$ cat config.mk
export PLATFORM = sky130hd
export DESIGN_NAME = instruction_fetch
export DESIGN_NICKNAME = d
export VERILOG_FILES = /design/src/rtl/instruction_fetch.sv
export SDC_FILE = /design/constraint.sdc
export NUM_CORES = 1
export LEC_CHECK = 0
export BUFFER_PORTS_ARGS = -buffer_cell sky130_fd_sc_hd__buf_4
export CAP_MARGIN = 10
export CORE_MARGIN = 2
export CORE_UTILIZATION = 60
export DETAILED_ROUTE_END_ITERATION = 16
export PLACE_DENSITY = 0.94
export SLEW_MARGIN = 5
export SYNTH_ARGS = -nofsm -noshare
export SYNTH_HDL_FRONTEND = slang
export SYNTH_SLANG_ARGS = --single-unit
$ cat constraint.sdc
create_clock -name clk -period 6.2 [get_ports clk]
set_input_delay 0.62 -clock clk [delete_from_list [all_inputs] [get_ports clk]]
set_output_delay 0.62 -clock clk [all_outputs]
set_load 0.01 [all_outputs]
$ cat src/rtl/instruction_fetch.sv
// instruction_fetch: fetch stage of the 5-stage pipeline.
// Owns the PC, issues requests to instruction memory over a req/ready
// handshake and writes the IF/ID register (next PC + instruction + valid).
// Handles decode stalls through a one-entry hold buffer, and handles
// branch/jump redirects by flushing IF/ID and dropping any stale fetch.
//
// Ports:
//   clk, reset         clock and synchronous active-high reset
//   stallIN            decode cannot accept; IF/ID outputs hold
//   branchTakenIN      one-cycle redirect pulse (highest priority after reset)
//   branchTargetIN     redirect address, low two bits forced to zero
//   imemReqOUT         instruction memory request
//   imemAddrOUT        fetch address
//   imemReadyIN        memory returns imemDataIN this cycle
//   imemDataIN         instruction word
//   nextPcOUT          registered address of fetched instruction + 4
//   instruccionOUT     registered instruction (NOP during bubbles)
//   validOUT           instruccionOUT holds a real instruction
module instruction_fetch #(
  parameter logic [31:0] RESET_PC = 32'h0000_0000,
  parameter logic [31:0] NOP      = 32'h0000_0000
) (
  input  logic        clk,
  input  logic        reset,
  input  logic        stallIN,
  input  logic        branchTakenIN,
  input  logic [31:0] branchTargetIN,
  output logic        imemReqOUT,
  output logic [31:0] imemAddrOUT,
  input  logic        imemReadyIN,
  input  logic [31:0] imemDataIN,
  output logic [31:0] nextPcOUT,
  output logic [31:0] instruccionOUT,
  output logic        validOUT
);

  typedef enum logic [1:0] {
    S_REQ  = 2'd0,
    S_HOLD = 2'd1,
    S_DROP = 2'd2
  } state_t;

  state_t      state_reg, state_next;
  logic [31:0] pc_reg, pc_next;
  logic [31:0] drop_addr_reg, drop_addr_next;
  logic [31:0] buf_instr_reg, buf_instr_next;
  logic [31:0] buf_pc_reg, buf_pc_next;
  logic [31:0] next_pc_reg, next_pc_next;
  logic [31:0] instr_reg, instr_next;
  logic        valid_reg, valid_next;
  logic [31:0] pc_plus4;

  // Wraps modulo 2^32 naturally.
  assign pc_plus4 = pc_reg + 32'd4;

  // While dropping, the outstanding request keeps its original address even
  // though pc has already moved to the redirect target.
  assign imemAddrOUT    = (state_reg == S_DROP) ? drop_addr_reg : pc_reg;
  assign imemReqOUT     = !reset && ((state_reg == S_REQ) || (state_reg == S_DROP));
  assign nextPcOUT      = next_pc_reg;
  assign instruccionOUT = instr_reg;
  assign validOUT       = valid_reg;

  always_ff @(posedge clk) begin
    if (reset) begin
      state_reg     <= S_REQ;
      pc_reg        <= RESET_PC;
      drop_addr_reg <= 32'd0;
      buf_instr_reg <= NOP;
      buf_pc_reg    <= 32'd0;
      next_pc_reg   <= 32'd0;
      instr_reg     <= NOP;
      valid_reg     <= 1'b0;
    end else begin
      state_reg     <= state_next;
      pc_reg        <= pc_next;
      drop_addr_reg <= drop_addr_next;
      buf_instr_reg <= buf_instr_next;
      buf_pc_reg    <= buf_pc_next;
      next_pc_reg   <= next_pc_next;
      instr_reg     <= instr_next;
      valid_reg     <= valid_next;
    end
  end

  always_comb begin
    state_next     = state_reg;
    pc_next        = pc_reg;
    drop_addr_next = drop_addr_reg;
    buf_instr_next = buf_instr_reg;
    buf_pc_next    = buf_pc_reg;
    next_pc_next   = next_pc_reg;
    instr_next     = instr_reg;
    valid_next     = valid_reg;

    if (branchTakenIN) begin
      // Redirect wins over stall: flush IF/ID, retarget pc.
      pc_next    = branchTargetIN & ~32'd3;
      instr_next = NOP;
      valid_next = 1'b0;
      case (state_reg)
        S_REQ: begin
          if (!imemReadyIN) begin
            state_next     = S_DROP;
            drop_addr_next = pc_reg;
          end
        end
        // A stale request completing in the redirect cycle is finished;
        // otherwise it is still outstanding and must be dropped later.
        S_DROP:  state_next = imemReadyIN ? S_REQ : S_DROP;
        S_HOLD:  state_next = S_REQ;
        default: state_next = S_REQ;
      endcase
    end else begin
      case (state_reg)
        S_REQ: begin
          if (imemReadyIN) begin
            pc_next = pc_plus4;
            if (stallIN) begin
              buf_instr_next = imemDataIN;
              buf_pc_next    = pc_plus4;
              state_next     = S_HOLD;
            end else begin
              next_pc_next = pc_plus4;
              instr_next   = imemDataIN;
              valid_next   = 1'b1;
            end
          end else if (!stallIN) begin
            instr_next = NOP;
            valid_next = 1'b0;
          end
        end
        S_HOLD: begin
          if (!stallIN) begin
            next_pc_next = buf_pc_reg;
            instr_next   = buf_instr_reg;
            valid_next   = 1'b1;
            state_next   = S_REQ;
          end
        end
        S_DROP: begin
          if (!stallIN) begin
            instr_next = NOP;
            valid_next = 1'b0;
          end
          if (imemReadyIN) begin
            state_next = S_REQ;
          end
        end
        default: state_next = S_REQ;
      endcase
    end
  end

endmodule

After elaboration in Yosys (flattened, before gate mapping):

Cells that the tools add are included.
Widths: inputs -> output; s select.

* input bits: 69
* register bits: 195
* output and inout bits: 98
* word-level logic and storage cells: 65

* muxes and demuxes: 26
* reduce and logical (&&, ||, !) cells: 16
* equal/unequal tests: 11
* bitwise gates (word level): 2
* $add $sub $neg: 1

Operators by type and width (count)
* $mux 32: 11
* $pmux 32 s3: 1
* $pmux 32 s2: 1
* $add 32x3->32 const B: 1
* $ne 3x3->1 const B: 6
* $mux 2: 7
* $reduce_and 5->1: 2
* $ne 2x2->1 const B: 3
* $pmux 2 s3: 1
* $reduce_and 3->1: 2
* $reduce_bool 2->1: 3
* $pmux 2 s2: 1
* $reduce_and 2->1: 2
* $reduce_and 4->1: 1
* $mux 1: 3
* $pmux 1 s3: 1
* $reduce_bool 3->1: 1
* $eq 2x1->1 const B: 1
* $eq 2x2->1 const B: 1
* $logic_not 2->1: 1
* $not 1->1: 2
* $reduce_or 2->1: 1
* $logic_and 1x1->1: 1
* $logic_not 1->1: 1
* $logic_or 1x1->1: 1

Logic depth before layout (Yosys ltp):

Gate-level depths: netlist (run 1).

* word-level depth: 4
* depth in mapped cells: 9
* depth with buffers taken out: 7

Worst setup path before layout (run 1):

No wires, ideal clock.

* path type: flip-flop to output port
* from: reg state_reg[0]
* to: out imemAddrOUT[10]
* setup slack: 3.951 ns
* arrival time: 1.629 ns
* cell stages (with the launch flop): 6
* required time: 5.580 ns
* path buffers: 2
* path through: dfxtp_1 inv_1 ha_1 clkbuf_1 buf_1 mux2_2

* longest elaborated chain between the ends: 2

Ends and longest elaborated chain
* start, declared: line 43 `state_t state_reg, state_next;`
* start signal, assigned: line 75 `state_reg <= state_next;`
* $eq 2x2->1: line 58 `assign imemAddrOUT = (state_reg == S_DROP) ? drop_addr_reg : pc_reg;`
* $mux 32: line 58
* end, declared: line 29 `output logic [31:0] imemAddrOUT,`

No other way between the ends.

Final worst setup path (run 1):

* from: reg state_reg[1]
* to: reg next_pc_reg[26], in the netlist nextPcOUT[26]

* longest elaborated chain between the ends: 3

Ends and longest elaborated chain
* $eq 2x1->1 or $logic_not 2->1 (tied branches): line 115 `case (state_reg)`
* $ne 2x2->1 (no source line) or $reduce_bool 2->1 (tied branches)
* $reduce_and 5->1 (no source line)
* end signal, assigned: line 80 `next_pc_reg <= next_pc_next;`
* end, declared: line 48 `logic [31:0] next_pc_reg, next_pc_next;`

Parallel ways exist; a longest one is shown, timed or not.
A chain may end at the register's enable or synchronous reset.

==> results of run 1 <==
## placed cells by master (no fill, tap or decap), drive strengths merged, types with 7 or more instances in the layout
master  count
a21oi     118
nor4       12
buf       172
nor3       25
mux2       28
nand2     207
inv        10
nand3      40
o21ai      51
a22o       23
a22oi      22
nand4      13
a211oi     27
xor2       20
or3        11
clkbuf     20
and3       16
xnor2      22
nor2       90
dfxtp     187
a31oi       7
## how the worst max path moves through the flow
| stage | start | end | slack, ps | cells after the start |
|---|---|---|---|---|
| after detailed placement | reset | instruccionOUT[19] | 2630 | 4 |
| after floorplan | state_reg[0] | imemAddrOUT[10] | 3950 | 5 |
| after global placement | reset | flip-flop | 2630 | 4 |
| after global routing | state_reg[1] | nextPcOUT[26] | 2260 | 7 |
| after CTS | state_reg[1] | nextPcOUT[26] | 2640 | 7 |
| final | state_reg[1] | nextPcOUT[26] | 2560 | 7 |
## metal layers
metal  up-vias  wire length, um
met5         -                0
met3        67             2400
met1      4060            10200
met4         0              726
li1       4070                -
met2       487            11400
## power by group
part | internal (mW) | switching [mW]
Clock | 0.508 | 0.467
Sequential | 1.25 | 0.0552
Combinational | 0.166 | 0.245
## cells by family (layout without fill, tap and decap cells)
| group | after synthesis | count (layout) | synth area share, % |
|---|---|---|---|
| xor+xnor | 42 | 42 | 4.14 |
| other cells | 1 | 4 | 0.0422 |
| mux | 34 | 34 | 4.22 |
| simple gates | 438 | 438 | 22.3 |
| flops | 187 | 187 | 42.1 |
| fa+ha+maj | 5 | 5 | 0.703 |
| compound gates | 290 | 290 | 20.6 |
| buf+inv | 124 | 212 | 5.88 |
## critical path, stage by stage (launching register included)
cell and delay, ps:
dfxtp_1 350, inv_1 100, ha_1 390, nand2_1 570
a211o_1 840, nor2_1 790, o21ai_0 270, a31oi_1 230
## cells in the mapped netlist, types with 5 or more instances
library cell	instances	area, um2
a31oi_1	7	43.8
clkbuf_1	84	315
mux2_2	28	315
a22o_1	23	201
dfxtp_1	187	3740
o21ai_0	51	255
ha_1	5	62.6
a22oi_1	22	165
nand4_1	12	75.1
xor2_1	20	175
a311oi_1	6	52.6
nand2_1	206	773
nor3_1	22	110
or3_1	11	68.8
and2_1	5	31.3
buf_2	16	80.1
buf_1	7	26.3
nand2b_1	5	31.3
a211oi_1	26	195
mux2i_1	6	60.1
a21oi_1	118	591
buf_4	6	45.0
inv_1	8	30.0
xnor2_1	22	193
nand3_1	40	200
nor2_1	90	338
and3_1	16	100
nor4_1	10	62.6
## metrics by stage
stage | instances | power (mW)
floorplan | 1124 | 1.58
global placement | 1364 | 1.72
detailed placement | 1364 | 1.73
CTS | 1395 | 2.68
global route | 1396 | 2.79
finish | 1396 | 2.70
## area by class of cell
class / instances / area (um2)
multi-input cells: 813 / 4650
clock inverters: 11 / 72.6
repair buffers: 172 / 1300
well taps: 184 / 230
inverters: 9 / 33.8
flip-flops and latches: 187 / 3740
clock buffers: 20 / 437
fillers: 1046 / 4070
==> impl_metrics.env, run 1 <==
export IMPL_status="completed"
export IMPL_die_w_um=126
export IMPL_crit_arrival_ps=3990
export IMPL_drt_initial_drc_count=934
export IMPL_grt_util_met2_pct=47.7
export IMPL_root_buffer="clkbuf_16"
export IMPL_dieHeight_um=126
export IMPL_fin_util_pct=72.0
export IMPL_maxCapViolCount=0
export IMPL_pwr_density_cell_nw_per_um2=258
export IMPL_drt_total_wl_um=24700
export IMPL_fin_crit_sh_pct=58.6
export IMPL_wl_per_cell_um=17.7
export IMPL_syn_mean_instance_area_um2=7.93
export IMPL_cts_tree="yes"
export IMPL_p_leak_nw=4.02
export IMPL_yosysWarningCount=0
export IMPL_port_buffers=160
export IMPL_r2r_cells=7
export IMPL_end_kind="flip-flop"
export IMPL_ctsLongestPathBuffers=2
export IMPL_gr_max_usage_layer="met2"
export IMPL_crit_type="reg -> reg"
export IMPL_pre_cts_ws_ps=2630
export IMPL_worst_slack_ps=2560
export IMPL_dpl_cell_area_um2=9940
export IMPL_vdd_ir_drop_max_uv=241
export IMPL_die_area_um2=15800
export IMPL_overflow=0
export IMPL_num_antenna_cells=0
export IMPL_viasPerCell=6.22
export IMPL_grt_setup_unrepaired="false"
export IMPL_grt_max_degree=84
export IMPL_dp_hpwl_um=15700
export IMPL_drtPass1Iterations=5
export IMPL_pin_count=167
export IMPL_synthFlopType="dfxtp_1"
export IMPL_worst_setup_path_start_kind="flip-flop"
export IMPL_nets=1274
export IMPL_met3_usage_pct=7.65
export IMPL_cts_resized=0
export IMPL_skew_ps=11.2
export IMPL_post_cts_setup_buffers=0
export IMPL_gp_congestion=0.894
export IMPL_max_slew_margin_pct=27.4
export IMPL_hold_start="branchTargetIN[4]"
export IMPL_drive_above_1_share_pct=20.0
export IMPL_hold_depth=3
export IMPL_grt_total_usage_pct=30.3
export IMPL_grt_pass1_wl_um=39200
export IMPL_antenna_found_initial=0
export IMPL_finalSetupViolCount=0
export IMPL_whs_ps=418
export IMPL_crit_fanout=31
export IMPL_synth_edf_count=0
export IMPL_cts_buffers=17
export IMPL_synthToLayoutAreaGrowth_pct=17.7
export IMPL_ys_seq_area_share_pct=42.1
export IMPL_ys_ff_latch=187
export IMPL_clock_latency_ps=440
export IMPL_drtAntennaViolNets=0
export IMPL_grt_pass1_vias=7995
export IMPL_coreArea_um2=14500
export IMPL_ys_types=60
export IMPL_final_setup_tns_ps=0
export IMPL_drcViolationCount=0
export IMPL_postLayoutCellArea_um2=10500
export IMPL_fin_crit_ps=3640
export IMPL_drv_slew=0
export IMPL_synthArstFlopShare_pct=0
export IMPL_h_tree_depth=4
export IMPL_grtUsageMet1_pct=40.0
export IMPL_start_util_pct=61.2
export IMPL_cp_required_ps=6560
export IMPL_vias=8684
export IMPL_clk_pin_slew_ps=70
export IMPL_syn_instance_count=1121
export IMPL_maxClockFrequency_ghz=0.275
export IMPL_clock_sinks=187
export IMPL_r2r_end="nextPcOUT[26]"
export IMPL_rows=44
export IMPL_hold_path_class="in -> reg"
export IMPL_reg2reg_slack_ps=2560
export IMPL_min_to="pc_reg[4]"
export IMPL_tightest_slew_ps=1090
export IMPL_finalHoldViolCount=0
export IMPL_worstReg2RegStart="state_reg[1]"
export IMPL_cts_hold_buffers_added=0
export IMPL_syn_area_um2=8890
Note: power is estimated with default switching activity, not from simulation.
==> inputs of run 2 (changes only) <==
Settings changed: ABC_AREA set to 1, CORE_UTILIZATION 60 to 50, PLACE_DENSITY 0.94 to 0.85.
Clock period 6.2 ns to 3.1 ns, I/O delays scaled along.
==> impl_metrics.env, run 2 <==
export IMPL_status="completed"
export IMPL_cts_hold_buffers_added=0
export IMPL_max_slew_margin_pct=35.8
export IMPL_cp_required_ps=3400
export IMPL_multi_input_area_um2=4490
export IMPL_dieHeight_um=138
export IMPL_die_w_um=138
export IMPL_clk_pin_slew_ps=80
export IMPL_yosys_area_top_type="dfxtp_1"
export IMPL_grt_pass1_wl_um=40300
export IMPL_clock_latency_ps=440
export IMPL_crit_fanout=27
export IMPL_num_antenna_cells=0
export IMPL_fin_crit_ps=2270
export IMPL_ys_ff_latch=187
export IMPL_postLayoutCellArea_um2=10800
export IMPL_drv_slew=0
export IMPL_crit_type="reg -> reg"
export IMPL_drt_initial_drc_count=773
export IMPL_gp_congestion=0.942
export IMPL_maxCapViolCount=0
export IMPL_maxClockFrequency_ghz=0.440
export IMPL_h_tree_depth=4
export IMPL_nFillCells=1538
export IMPL_syn_area_um2=8940
export IMPL_skew_ps=10.8
export IMPL_final_seq_area_um2=3740
export IMPL_cts_tree="yes"
export IMPL_antenna_found_initial=0
export IMPL_synthToLayoutAreaGrowth_pct=20.8
export IMPL_crit_arrival_ps=2570
export IMPL_hold_path_class="in -> reg"
export IMPL_p_leak_nw=4.75
export IMPL_pwr_density_cell_nw_per_um2=565
export IMPL_port_buffers=160
export IMPL_worst_slack_ps=828
export IMPL_grt_setup_unrepaired="false"
export IMPL_coreArea_um2=17400
export IMPL_fin_crit_sh_pct=73.3
export IMPL_rows=48
export IMPL_worst_setup_path_start_kind="flip-flop"
export IMPL_cts_resized=0
export IMPL_finalHoldViolCount=0
export IMPL_synth_common_cells="270 x nand2_1, 187 x dfxtp_1, 173 x nor2_1"
export IMPL_wl_per_cell_um=15.6
export IMPL_vias=8955
export IMPL_dp_hpwl_um=16800
export IMPL_cts_buffers=17
export IMPL_grt_max_degree=72
export IMPL_grt_pass1_vias=8391
export IMPL_layoutNonFillerInstCount=1619
export IMPL_synth_top_cell_area_share_pct=41.9
export IMPL_syn_mean_instance_area_um2=7.03
export IMPL_whs_ps=98.5
export IMPL_drtAntennaViolNets=0
export IMPL_drcViolationCount=0
export IMPL_syn_instance_count=1272
export IMPL_ys_seq_area_share_pct=41.9
export IMPL_end_kind="flip-flop"
export IMPL_yosysWarningCount=0
export IMPL_dp_cells=1587
export IMPL_tightest_slew_ps=962
export IMPL_pin_count=167
export IMPL_synthArstFlopShare_pct=0
export IMPL_final_common_cell="nand2_1"
export IMPL_nets=1455
export IMPL_synthMostInstantiatedCell="nand2_1"
export IMPL_ys_top_cells_by_area="dfxtp_1 42%, nand2_1 11%, o21ai_0 9.6%"
export IMPL_ys_types=39
export IMPL_ctsLongestPathBuffers=2
export IMPL_grt_total_usage_pct=26.8
export IMPL_root_buffer="clkbuf_16"
export IMPL_viasPerCell=5.53
export IMPL_overflow=0
export IMPL_vdd_ir_drop_max_uv=453
export IMPL_start_util_pct=51.3
export IMPL_drtPass1Iterations=5
export IMPL_final_setup_tns_ps=0
export IMPL_dpl_cell_area_um2=10200
export IMPL_drive_above_1_share_pct=17.9
export IMPL_synthFlopType="dfxtp_1"
export IMPL_die_area_um2=19000
export IMPL_drt_total_wl_um=25200
export IMPL_clock_sinks=187
export IMPL_synth_edf_count=0
export IMPL_final_cell_mix="270 x nand2_1, 187 x dfxtp_1, 173 x nor2_1"
export IMPL_post_cts_setup_buffers=0
export IMPL_finalSetupViolCount=0
export IMPL_pre_cts_ws_ps=903
## run 2: cell types whose count changed in the layout (fill, tap and decap cells not counted), moves of 21 or more
cell      delta
a211oi_1    -25
a22o_1      -23
a21oi_1     +26
a22oi_1     -21
nor2_1      +84
o21ai_0    +122
mux2_2      -28
nor3_1      -22
inv_1       +79
nand2_1     +64
## run 2: cells by family (layout without fill, tap and decap cells)
group	after synthesis	count (layout)	synth area share [%]
and+or+nand+nor	504	504	23.7
AOI/OAI and AO/OA	380	380	23.4
DFF	187	187	41.9
buffers and inverters	180	299	8.09
xor gates and xnor gates	15	15	2.14
adders and majority gates	5	5	0.700
other	1	4	0.0420
## run 2: per-stage QoR
stage               utilization, %  power [mW]
finish                        62.0        6.11
global route                  62.0        6.37
CTS                           62.0        6.11
detailed placement            58.5        3.93
global placement              58.5        3.90
floorplan                        -        3.47
## run 2: report_power, final
| part | switching (mW) | internal, mW |
|---|---|---|
| clock | 1.05 | 1.16 |
| combinational | 0.757 | 0.442 |
| sequential | 0.120 | 2.58 |
## run 2: final cells by class
cell class | instances | share of cell area (%)
Clock buffer | 17 | 3.94
Clock inverter | 15 | 1.62
Inverter | 93 | 3.23
Multi-Input combinational cell | 908 | 41.6
Sequential cell | 187 | 34.7
Tap cell | 225 | 2.61
Timing Repair Buffer | 174 | 12.3
## run 2: layer usage
metal	wire [um]	track usage, %	share of wire (%)
met1	9950	32.1	40
met2	12200	45.2	48
met3	2130	7.10	8.5
met4	948	11.7	3.8
met5	0	0	0
## run 2: path summary, 6_finish.rpt
kind	slack, ps	end	cells after the start	start
worst max-delay path	830	pc_reg[16]	8	state_reg[0]
worst min-delay path	100	buf_instr_reg[19]	3	imemDataIN[19]
worst max register to register	830	pc_reg[16]	8	state_reg[0]
worst min register to register	470	instruccionOUT[28]	2	instruccionOUT[28]
## run 2: critical path: stages (launching register included)
cell and delay, ps:
dfxtp_1 390, inv_1 80, ha_1 240, nand2_2 110, inv_2 50, nand2_2 110, clkinv_1 680, nand2_1 370
a21oi_1 100
